`src/rtl/tone_sweep_gen_pkg.sv`:
```
// Shared types and helpers for the tone sweep generator: mode encoding,
// ramp selection from the sweep counter, and the saturating divider add.
package tone_sweep_pkg;

  typedef enum logic [1:0] {
    MODE_FIXED    = 2'd0,
    MODE_TRIANGLE = 2'd1,
    MODE_SAW      = 2'd2,
    MODE_TWO_TONE = 2'd3
  } mode_t;

  // ones is the all-ones mask of the ramp width; p arrives zero-extended.
  function automatic logic [31:0] ramp_sel(mode_t mode, logic dir,
                                           logic [31:0] p, logic [31:0] ones);
    logic [31:0] r;
    r = '0;
    case (mode)
      MODE_FIXED:    r = '0;
      MODE_TRIANGLE: r = dir ? p : (~p & ones);
      MODE_SAW:      r = p;
      MODE_TWO_TONE: r = dir ? ones : '0;
      default:       r = '0;
    endcase
    return r;
  endfunction

  // Anything past the divider range clamps to the longest half-period
  // instead of wrapping to a short (high-pitched) one.
  function automatic logic [63:0] div_sat_add(logic [63:0] base, logic [63:0] addend,
                                              logic [63:0] max_val);
    logic [63:0] sum;
    sum = base + addend;
    return (sum > max_val) ? max_val : sum;
  endfunction

endpackage

```
`src/rtl/tone_sweep_gen_channel.sv`:
```
// One tone channel: config registers, swept divider, half-period counter
// and the square-wave flop.
module tone_channel
  import tone_sweep_pkg::*;
#(
  parameter int DIV_WIDTH  = 19,
  parameter int RAMP_WIDTH = 7,
  parameter int SHIFT      = 6
) (
  input  logic                  clk,
  input  logic                  rst,
  input  logic                  wr,
  input  logic                  wr_en,
  input  mode_t                 wr_mode,
  input  logic [DIV_WIDTH-1:0]  wr_base,
  input  logic                  dir,
  input  logic [RAMP_WIDTH-1:0] p,
  output logic                  spk
);

  localparam logic [63:0] DIV_MAX   = (64'd1 << DIV_WIDTH) - 64'd1;
  localparam logic [31:0] RAMP_ONES = (32'd1 << RAMP_WIDTH) - 32'd1;

  logic                 en;
  mode_t                mode;
  logic [DIV_WIDTH-1:0] base;
  logic [DIV_WIDTH-1:0] cnt;
  logic [DIV_WIDTH-1:0] div;

  always_comb begin
    div = DIV_WIDTH'(div_sat_add(64'(base),
                                 64'(ramp_sel(mode, dir, 32'(p), RAMP_ONES)) << SHIFT,
                                 DIV_MAX));
  end

  always_ff @(posedge clk) begin
    if (rst) begin
      en   <= 1'b0;
      mode <= MODE_FIXED;
      base <= '0;
    end else if (wr) begin
      en   <= wr_en;
      mode <= wr_mode;
      base <= wr_base;
    end
  end

  // div is only consumed at reload, so a config write lands on the next
  // half-period and the one in flight keeps its length.
  always_ff @(posedge clk) begin
    if (rst || !en) begin
      cnt <= '0;
      spk <= 1'b0;
    end else if (cnt == '0) begin
      cnt <= div;
      spk <= ~spk;
    end else begin
      cnt <= cnt - DIV_WIDTH'(1);
    end
  end

endmodule

```
`src/rtl/tone_sweep_gen.sv`:
```
// Multi-channel square-wave tone generator: shared sweep ramp, run-time
// channel configuration over valid/ready, per-channel outputs and an XOR mix.
module tone_sweep_gen
  import tone_sweep_pkg::*;
#(
  parameter int CHANNELS    = 2,
  parameter int DIV_WIDTH   = 19,
  parameter int RAMP_WIDTH  = 7,
  parameter int SWEEP_WIDTH = 24,
  parameter int SHIFT       = 6,
  localparam int CW         = (CHANNELS > 1) ? $clog2(CHANNELS) : 1
) (
  input  logic                 clk,
  input  logic                 rst,
  input  logic                 cfg_valid,
  output logic                 cfg_ready,
  input  logic [CW-1:0]        cfg_chan,
  input  logic                 cfg_en,
  input  logic [1:0]           cfg_mode,
  input  logic [DIV_WIDTH-1:0] cfg_base,
  output logic                 cfg_err,
  output logic [CHANNELS-1:0]  spk,
  output logic                 mix
);

  logic [SWEEP_WIDTH-1:0] sweep;
  logic                   dir;
  logic [RAMP_WIDTH-1:0]  p;
  logic                   fire;
  logic                   in_range;

  assign dir      = sweep[SWEEP_WIDTH-1];
  assign p        = sweep[SWEEP_WIDTH-2 -: RAMP_WIDTH];
  // Handshake: a transfer happens on any edge where cfg_valid && cfg_ready;
  // ready then drops for one cycle, so back-to-back requests alternate.
  assign fire     = cfg_valid && cfg_ready;
  assign in_range = int'(cfg_chan) < CHANNELS;

  always_ff @(posedge clk) begin
    if (rst) begin
      sweep     <= '0;
      cfg_ready <= 1'b0;
      cfg_err   <= 1'b0;
      mix       <= 1'b0;
    end else begin
      sweep     <= sweep + SWEEP_WIDTH'(1);
      cfg_ready <= !fire;
      cfg_err   <= fire && !in_range;
      mix       <= ^spk;
    end
  end

  for (genvar g = 0; g < CHANNELS; g++) begin : g_chan
    tone_channel #(
      .DIV_WIDTH  (DIV_WIDTH),
      .RAMP_WIDTH (RAMP_WIDTH),
      .SHIFT      (SHIFT)
    ) u_chan (
      .clk     (clk),
      .rst     (rst),
      .wr      (fire && in_range && (cfg_chan == CW'(g))),
      .wr_en   (cfg_en),
      .wr_mode (mode_t'(cfg_mode)),
      .wr_base (cfg_base),
      .dir     (dir),
      .p       (p),
      .spk     (spk[g])
    );
  end

endmodule

```
`config.mk`:
```
export PLATFORM = sky130hd
export DESIGN_NAME = tone_sweep_gen
export DESIGN_NICKNAME = d
export VERILOG_FILES = /design/src/rtl/tone_sweep_gen_pkg.sv /design/src/rtl/tone_sweep_gen_channel.sv /design/src/rtl/tone_sweep_gen.sv
export SDC_FILE = /design/constraint.sdc
export NUM_CORES = 1
export LEC_CHECK = 0
export BUFFER_PORTS_ARGS = -buffer_cell sky130_fd_sc_hd__buf_2
export CAP_MARGIN = 20
export CORE_UTILIZATION = 56
export CTS_CLUSTER_DIAMETER = 200
export DETAILED_ROUTE_END_ITERATION = 16
export PLACE_DENSITY = 0.83
export SLEW_MARGIN = 0
export SYNTH_ARGS = -nofsm -noshare
export SYNTH_HDL_FRONTEND = slang
export SYNTH_HIERARCHICAL = 1
export SYNTH_SLANG_ARGS = --single-unit
```
`constraint.sdc`:
```
create_clock -name clk -period 2.9 [get_ports clk]
set_clock_uncertainty 0.1 [all_clocks]
set_input_delay 0.58 -clock clk [delete_from_list [all_inputs] [get_ports clk]]
set_output_delay 0.58 -clock clk [all_outputs]
set_load 0.01 [all_outputs]
```
==> flow_summary.yaml, run 1 <==
placed_design:
  dp_hpwl_mm: 10.0
  globalplace.congestion: 0.887
  io_buffers: 29
  dp_worst_setup_slack_ns: -0.0391
  dpl_cell_area_mm2: 0.00635
yosys:
  synthTopCellsByArea: "dfxtp_1, mux2i_1, nor2_1"
  yosysTopAreaCellShare: 0.370
  syn_inst: 686
  ys_ff_latch: 110
  yosys.area.top_type: "dfxtp_1"
  synth_top_cells_by_count: "dfxtp_1, nor2_1, o21ai_0"
  syn_nets: 731
  synth_area_mm2: 0.00595
  ys_seq_area_frac: 0.370
  synthArstFlopShare: 0
  yosysMostFrequentCell: "dfxtp_1"
  synth_ff_type: "dfxtp_1"
  yosysWarnings: 6
  syn_avg_cell_area_um2: 8.68
  ys_types: 69
  synth-edff-count: 0
critical_path:
  worst_ep_required_time_ns: 3.06
  ff2ff_path_depth: 11
  r2r-end: "g_chan[0].u_chan/cnt[18]"
  endpoint_kind: "flop"
  slowest_delay_ns: 0.39
  crit_buf_inv: 1
  path_class: "reg -> reg"
  crit_arrival_ns: 2.96
  r2r-start: "sweep[23]"
  path_cells: "or2_1, o21ai_0, a22o_1, ha_1, inv_1, fa_1, nand2b_1, a21o_1, a21oi_1, nor4b_1, nor4_1"
  critPathMaxFanout: 7
  startpoint: "sweep[23]"
  cpLargestDelayFamily: "simple AND/OR/NAND/NOR gates"
  rrSetupSlack_ns: 0.10
  critPathLaunchType: "flop"
  cp_slowest_cell: "fa_1"
sta:
  tightest_slew_ns: 0.676
  worst_slack_ns: 0.102
  drv_slew: 0
  max_freq_mhz: 357
  hold_violations: 0
  finalSetupViolCount: 0
  hold_ws_ns: 0.306
  rsz0062_at_grt: "false"
  fin_crit_sh: 0.965
  max_slew_margin: 0.549
  period_minus_slack_ns: 2.80
grt:
  grt_first_pass_wirelength_mm: 22.6
  busiest_layer: "met2"
  track_usage: 0.252
  met2_usage: 0.437
  grt_pass1_vias: 4935
  overflow: 0
  grt_max_degree: 57
  met1_usage: 0.309
  antenna_found_initial: 0
  met3_usage: 0.0449
layout:
  final_nets: 770
  antenna_cells: 0
  regArea_mm2: 0.00221
  fin_util: 0.637
  design_area_mm2: 0.00657
  drive_gt1_frac: 0.152
  area_growth_syn_to_layout_pct: 10.4
  fillers: 835
  multi_input_area_mm2: 0.00357
floorplanning:
  dieHeight_um: 105
  io-pin-count: 31
  chipWidth_um: 105
  core_mm2: 0.0103
  initial_utilization: 0.577
  die_area_mm2: 0.0110
  row_count: 37
clocking:
  cts_hold_buf: 0
  cts-htree-levels: 3
  cts_sinks: 110
  cts_buffer_depth: 2
  root_buffer: "clkbuf_8"
  clkLatencyLatePin_ns: 0.38
  clk_pin_slew_worst_paths_ns: 0.11
  cts_tree: "done"
  cts_made_buffers: 9
power_and_ir_drop:
  ir_drop_v: 0.000360
  finalPower_uw: 2660
  cellPowerDensity_mw_per_mm2: 405
  clockPowerShare: 0.317
  p_leak_uw: 0.00244
  p_seq_frac: 0.587
  p_int_uw: 1970
  swShare: 0.262
  comb_power_share: 0.096
  p_sw_uw: 698
route:
  drt_iter0_drc: 185
  drt-vias-per-instance: 5.91
  first_pass_iters: 4
  routedWlPerCell_um: 15.6
  vias: 5117
  ant_nets: 0
  drc: 0
  drt_wl_total_mm: 13.5
min_path:
  hold_path_end: "cfg_ready"
  hold_start: "cfg_valid"
  holdPathStages: 2
  hp-class: "in -> reg"
outcome:
  status: "completed"
flow_run:
  drv_cap: 0
[worst register-to-register path, stage by stage (launching register included)]
cell and delay [ns]:
dfxtp_2 0.36, or2_1 0.28, o21ai_0 0.17, a22o_1 0.18
ha_1 0.22, inv_1 0.07, fa_1 0.39, nand2b_1 0.17
a21o_1 0.21, a21oi_1 0.18, nor4b_1 0.28, nor4_1 0.08
[sequential cells by signal (all words and copies together) (netlist names)]
register	cells
g_chan.u_chan/en	2
sweep	24
mix	1
g_chan.u_chan/cnt	38
g_chan.u_chan/spk	2
g_chan.u_chan/base	38
g_chan.u_chan/mode	4
cfg_ready	1
[layout make-up]
type                            instances  area share
Timing Repair Buffer                   56      0.0529
Sequential cell                       110       0.336
Inverter                               29      0.0166
Multi-Input combinational cell        519       0.542
Clock buffer                           10      0.0194
Tap cell                              136      0.0259
Clock inverter                          6     0.00704
[kinds of logic (layout without fill, tap and decap cells)]
family	Yosys count	count (layout)	synth area share
AND/OR/NAND/NOR	227	227	0.195
XOR/XNOR	54	54	0.0794
multiplexers	47	47	0.0794
other	1	1	0.000630
adder cells (fa/ha/maj)	19	19	0.0424
flip-flops	110	110	0.370
buffers and inverters	57	101	0.0387
AO/OA/AOI/OAI	171	171	0.195
[worst max path at each step]
stage | slack (ns) | to | cells past startpoint
finish | 0.10 | g_chan[0].u_chan/cnt[18] | 11
global route | 0.02 | g_chan[1].u_chan/cnt[14] | 13
CTS | 0.01 | g_chan[1].u_chan/cnt[14] | 12
detailed placement | -0.04 | g_chan[1].u_chan/cnt[14] | 12
global placement | 0.14 | g_chan[0].u_chan/cnt[5] | 9
floorplan | 0.004 | g_chan[1].u_chan/cnt[3] | 10
[timing repair]
item                                   in CTS  in global routing
setup endpoints to repair                   1                 34
resized for setup                           1                 16
endpoints found under the hold margin       0                  0
gates cloned                                0                  0
setup buffers                               0                  0
pin swaps                                   0                  4
[cell usage in the layout, fill, tap and decap left out, drive strengths merged, types with 3 or more instances in the layout]
master	n
and3	3
a211oi	11
o31ai	7
xor2	20
or3	8
nor2b	6
buf	56
a31oi	3
a22o	14
nor4	10
nand4	10
o211ai	7
a21o	3
o31a	4
nand2	44
o221a	5
o21ai	50
or4	12
nand3	16
dfxtp	110
a21oi	39
nor2	85
o211a	3
mux2i	45
xnor2	34
and4	3
clkbuf	10
o21a	12
or2	5
a221oi	3
nand2b	5
nor3	12
ha	17
inv	31
[power groups by stage]
| stage | logic [uW] | registers (uW) | clock network (uW) |
|---|---|---|---|
| 6_report | 256 | 1560 | 843 |
| 5_1_grt | 278 | 1570 | 920 |
| 4_1_cts | 250 | 1560 | 860 |
| 3_5_place_dp | 248 | 1600 | 0 |
| 3_3_place_gp | 241 | 1600 | 0 |
| 2_1_floorplan | 171 | 1590 | 0 |
[through the flow]
stage / instances / TNS, ns
floorplan: 686 / 0
global placement: 850 / 0
detailed placement: 850 / -0.0391
CTS: 866 / 0
global route: 866 / 0
finish: 866 / 0
[metal layers]
metal | vias to the layer above | part of all wire
met5 | - | 0
met4 | 0 | 0.029
met3 | 32 | 0.037
met2 | 120 | 0.49
met1 | 2426 | 0.45
li1 | 2539 | -
Note: power is estimated with default switching activity, not from simulation.
==> run 2: changes to the inputs <==
--- a/config.mk
+++ b/config.mk
@@ -10,7 +10,7 @@
 export CORE_UTILIZATION = 56
 export CTS_CLUSTER_DIAMETER = 200
 export DETAILED_ROUTE_END_ITERATION = 16
-export PLACE_DENSITY = 0.83
+export PLACE_DENSITY_LB_ADDON = 0.1
 export SLEW_MARGIN = 0
 export SYNTH_ARGS = -nofsm -noshare
 export SYNTH_HDL_FRONTEND = slang
==> constraint.sdc (replaced) <==
create_clock -name clk -period 2.9 [get_ports clk]
set_clock_uncertainty 0.1 [all_clocks]
set_input_delay 0.58 -clock clk [delete_from_list [all_inputs] [get_ports clk]]
set_output_delay 0.58 -clock clk [all_outputs]
set_load 0.05 [all_outputs]
==> run 2 against run 1 <==
Combinational power is essentially flat. Worst setup slack got worse by 0.038 ns. Via count decreased by 3.0%. Power rose by 5.5%. Global-route usage rose by 0.60 points. Cell count decreased by 0.35%. Die area unchanged. Register-to-register slack lost 0.04 ns. Worst hold slack got worse by 0.019 ns. Maximum frequency is 1.3% lower. Sequential power hardly changed. Critical path type unchanged.
==> flow_summary.yaml, run 2 (synthesis gave the netlist of run 1 again) <==
outcome:
  status: "completed"
critical_path:
  critPathLaunchType: "flop"
  startpoint: "sweep[23]"
  worst_ep_required_time_ns: 3.09
  r2r-start: "sweep[23]"
  rrSetupSlack_ns: 0.06
  crit_cells: 10
  path_class: "reg -> reg"
  cpLargestDelayFamily: "compound AO/OA/AOI/OAI gates"
  endpoint_kind: "flop"
  crit_buf_inv: 1
  path_cells: "buf_4, nand2_1, o21ai_0, a22o_1, ha_1, a211oi_1, o21ai_1, a41o_2, a31o_4, o221a_1"
  crit_arrival_ns: 3.02
  r2r-end: "g_chan[0].u_chan/cnt[5]"
  critPathMaxFanout: 7
  ff2ff_path_depth: 10
  slowest_delay_ns: 0.37
  cp_slowest_cell: "a41o_2"
clocking:
  clkLatencyLatePin_ns: 0.39
  cts_sinks: 110
  cts_made_buffers: 9
  cts_tree: "done"
  clk_pin_slew_worst_paths_ns: 0.10
  cts_buffer_depth: 2
  cts-htree-levels: 3
  root_buffer: "clkbuf_8"
route:
  routedWlPerCell_um: 15.6
  drt_iter0_drc: 298
  drc: 0
  drt_wl_total_mm: 13.5
  vias: 4966
  ant_nets: 0
  drt-vias-per-instance: 5.75
  first_pass_iters: 4
grt:
  grt_max_degree: 37
  grt_first_pass_wirelength_mm: 22.6
  grt_pass1_vias: 4733
  overflow: 0
  track_usage: 0.258
  antenna_found_initial: 0
min_path:
  holdPathStages: 2
  hold_start: "cfg_valid"
  hp-class: "in -> reg"
  hold_path_end: "cfg_ready"
power_and_ir_drop:
  finalPower_uw: 2810
  ir_drop_v: 0.000389
  p_leak_uw: 0.00244
  cellPowerDensity_mw_per_mm2: 428
floorplanning:
  die_area_mm2: 0.0110
  chipWidth_um: 105
  dieHeight_um: 105
  row_count: 37
  initial_utilization: 0.577
  core_mm2: 0.0103
  io-pin-count: 31
layout:
  drive_gt1_frac: 0.146
  final_cell_mix: "dfxtp_1, nor2_1, mux2i_1"
  final_nets: 767
  layout_commonest_cell: "dfxtp_1"
  design_area_mm2: 0.00657
  reg_top3: "g_chan.u_chan/base (38), g_chan.u_chan/cnt (38), sweep (24)"
  antenna_cells: 0
  fillers: 876
  fin_cells: 863
  area_growth_syn_to_layout_pct: 10.3
sta:
  rsz0062_at_grt: "true"
  hold_violations: 0
  max_slew_margin: 0.508
  period_minus_slack_ns: 2.84
  tightest_slew_ns: 0.732
  finalSetupViolCount: 0
  fin_crit_sh: 0.978
  drv_slew: 0
  hold_ws_ns: 0.287
  max_freq_mhz: 353
  worst_slack_ns: 0.0641
placed_design:
  dp_worst_setup_slack_ns: 0.0221
  globalplace.congestion: 0.862
  dp_hpwl_mm: 10.2
  placedCellCount: 846
  io_buffers: 29
  dpl_cell_area_mm2: 0.00632
flow_run:
  drv_cap: 0
run 2: power by group:
part,leakage [uW],total [uW],internal [uW],switching (uW)
Sequential,0.000891,1560,1540,26.4
Clock,0.000105,987,437,551
Combinational,0.00144,259,107,152
Total,0.00244,2810,2080,729
run 2: metrics by stage:
stage,setup TNS (ns),utilization
floorplan,0,-
global placement,0,0.613
detailed placement,0,0.613
CTS,0,0.634
global route,-0.433,0.636
finish,0,0.636
run 2: metal layers:
layer	share of wire	track usage	wire, um	vias up
met3	0.045	0.0599	607	15
li1	-	-	-	2531
met2	0.47	0.435	6350	112
met1	0.47	0.326	6320	2308
met5	0	0	0	-
met4	0.016	0.0825	222	0
run 2: worst register-to-register path: stages, from the launching register on:
cell and delay, ns:
dfxtp_2 0.35, buf_4 0.15, nand2_1 0.14, o21ai_0 0.11, a22o_1 0.22, ha_1 0.30
a211oi_1 0.33, o21ai_1 0.15, a41o_2 0.37, a31o_4 0.28, o221a_1 0.24
run 2: area by class of cell:
class,count,area [um2],share of cell area
multi-input cells,519,3550,0.540
flip-flops and latches,110,2210,0.336
repair buffers,53,325,0.0495
well taps,136,170,0.0259
clock buffers,10,138,0.0210
inverters,29,109,0.0166
clock inverters,6,75.1,0.0114
run 2: worst max-delay path by stage:
stage                                     endpoint  slack, ns
after global routing       g_chan[0].u_chan/cnt[5]      -0.08
after CTS                 g_chan[1].u_chan/cnt[14]      0.008
final                      g_chan[0].u_chan/cnt[5]       0.06
after floorplan            g_chan[1].u_chan/cnt[3]      0.004
after global placement    g_chan[0].u_chan/cnt[18]       0.11
after detailed placement  g_chan[0].u_chan/cnt[18]       0.02
run 2: timing repair:
| item | CTS | global route |
|---|---|---|
| hold buffers | 0 | 0 |
| pin swaps | 0 | 5 |
| gates resized for setup | 2 | 13 |
| setup buffers | 0 | 1 |
| setup endpoints to repair | 1 | 38 |
==> run 3: changes to the inputs <==
--- a/config.mk
+++ b/config.mk
@@ -10,7 +10,7 @@
 export CORE_UTILIZATION = 56
 export CTS_CLUSTER_DIAMETER = 200
 export DETAILED_ROUTE_END_ITERATION = 16
-export PLACE_DENSITY_LB_ADDON = 0.1
+export PLACE_DENSITY = 0.75
 export SLEW_MARGIN = 0
 export SYNTH_ARGS = -nofsm -noshare
 export SYNTH_HDL_FRONTEND = slang
==> run 3 against run 2 <==
Wire length increased by 2.2%. Count of clock-buffer cells in the layout rose by 1. Critical endpoint is now g_chan[0].u_chan/cnt[0]. Combinational power grew 3%. Sequential power hardly changed.
==> flow_summary.yaml, run 3 (synthesis gave the netlist of run 1 again) <==
critical_path:
  rrSetupSlack_ns: 0.11
  r2r-end: "g_chan[0].u_chan/cnt[0]"
  startpoint: "sweep[23]"
  path_class: "reg -> reg"
  critPathLaunchType: "flop"
  crit_arrival_ns: 2.97
  endpoint_kind: "flop"
  ff2ff_path_depth: 10
  r2r-start: "sweep[23]"
  worst_ep_required_time_ns: 3.08
  critPathMaxFanout: 8
grt:
  overflow: 0
  grt_pass1_vias: 4929
  track_usage: 0.260
  grt_max_degree: 59
  met3_usage: 0.0536
  antenna_found_initial: 0
  met2_usage: 0.460
  busiest_layer: "met2"
  met1_usage: 0.313
  grt_first_pass_wirelength_mm: 23.0
route:
  drc: 0
  drt-vias-per-instance: 5.88
  ant_nets: 0
  vias: 5123
  drt_iter0_drc: 216
  first_pass_iters: 5
  routedWlPerCell_um: 15.8
  drt_wl_total_mm: 13.8
clocking:
  root_buffer: "clkbuf_8"
  cts_sinks: 110
  clk_pin_slew_worst_paths_ns: 0.10
  clkLatencyLatePin_ns: 0.39
  cts_buffer_depth: 2
  cts_tree: "done"
  cts-htree-levels: 3
  cts_hold_buf: 0
  cts_made_buffers: 9
  post_cts_buffers: 0
sta:
  drv_slew: 0
  hold_violations: 0
  period_minus_slack_ns: 2.79
  tightest_slew_ns: 0.718
  finalSetupViolCount: 0
  hold_ws_ns: 0.290
  max_slew_margin: 0.521
  max_freq_mhz: 358
  fin_crit_sh: 0.962
power_and_ir_drop:
  comb_power_share: 0.098
  swShare: 0.249
  p_int_uw: 2060
  clockPowerShare: 0.334
  p_leak_uw: 0.00248
  ir_drop_v: 0.000384
  cellPowerDensity_mw_per_mm2: 413
  finalPower_uw: 2750
  p_sw_uw: 683
  p_seq_frac: 0.568
layout:
  multi_input_area_mm2: 0.00356
  final_cell_mix: "dfxtp_1, nor2_1, mux2i_1"
  layout_commonest_cell: "dfxtp_1"
  antenna_cells: 0
  final_nets: 777
  reg_top3: "g_chan.u_chan/base (38), g_chan.u_chan/cnt (38), sweep (24)"
  area_growth_syn_to_layout_pct: 11.6
  fillers: 893
  drive_gt1_frac: 0.163
  design_area_mm2: 0.00664
  regArea_mm2: 0.00221
  fin_util: 0.643
floorplanning:
  io-pin-count: 31
  core_mm2: 0.0103
  die_area_mm2: 0.0110
  dieHeight_um: 105
  chipWidth_um: 105
  row_count: 37
  initial_utilization: 0.577
placed_design:
  dpl_cell_area_mm2: 0.00641
  io_buffers: 29
  globalplace.congestion: 0.840
  dp_hpwl_mm: 10.1
min_path:
  holdPathStages: 2
  hold_start: "cfg_valid"
  hold_path_end: "cfg_ready"
  hp-class: "in -> reg"
outcome:
  status: "completed"
flow_run:
  drv_cap: 0
run 3: stage by stage:
step	std cells	TNS [ns]	setup WS [ns]
6_report	872	0	0.110
5_1_grt	872	-0.0222	-0.0159
4_1_cts	872	0	0.00377
3_5_place_dp	857	0	0.00362
3_3_place_gp	857	0	0.0992
2_1_floorplan	686	0	0.00384
run 3: power by group through the flow:
stage	clock network [uW]	logic (uW)	registers, uW
after CTS	949	265	1560
after floorplan	0	174	1600
after global routing	1000	293	1570
after detailed placement	0	263	1600
after global placement	0	255	1600
final	917	268	1560
run 3: critical path, cell delays in order, from the launching register on:
cell,delay [ns]
dfxtp_4,0.38
buf_4,0.16
nand2_2,0.11
o21ai_0,0.10
a22o_1,0.21
ha_1,0.31
a211oi_2,0.28
o21ai_0,0.15
a41o_2,0.35
a31o_4,0.29
o221a_1,0.23
run 3: metal layers:
layer / wire [um] / up-vias / part of all wire
met5: 0 / - / 0
met2: 6790 / 119 / 0.49
met3: 596 / 18 / 0.043
li1: - / 2552 / -
met1: 6140 / 2434 / 0.45
met4: 272 / 0 / 0.020
run 3: worst max path at each step:
stage,slack [ns],end,cells past startpoint
after floorplan,0.004,g_chan[1].u_chan/cnt[3],10
after CTS,0.004,g_chan[1].u_chan/cnt[16],12
after global routing,-0.02,g_chan[0].u_chan/cnt[18],11
after detailed placement,0.004,g_chan[0].u_chan/cnt[5],9
final,0.11,g_chan[0].u_chan/cnt[0],10
after global placement,0.1,g_chan[0].u_chan/cnt[5],9
run 3: what timing repair did:
item,4_1_cts,5_1_grt
setup endpoints to repair,2,38
resized for setup,1,21
pin swaps,0,6
run 3: final cells by class:
cell class / count / area share
repair buffers: 63 / 0.0603
well taps: 136 / 0.0256
inverters: 29 / 0.0164
clock buffers: 11 / 0.0213
clock inverters: 4 / 0.00716
flip-flops and latches: 110 / 0.333
multi-input cells: 519 / 0.537
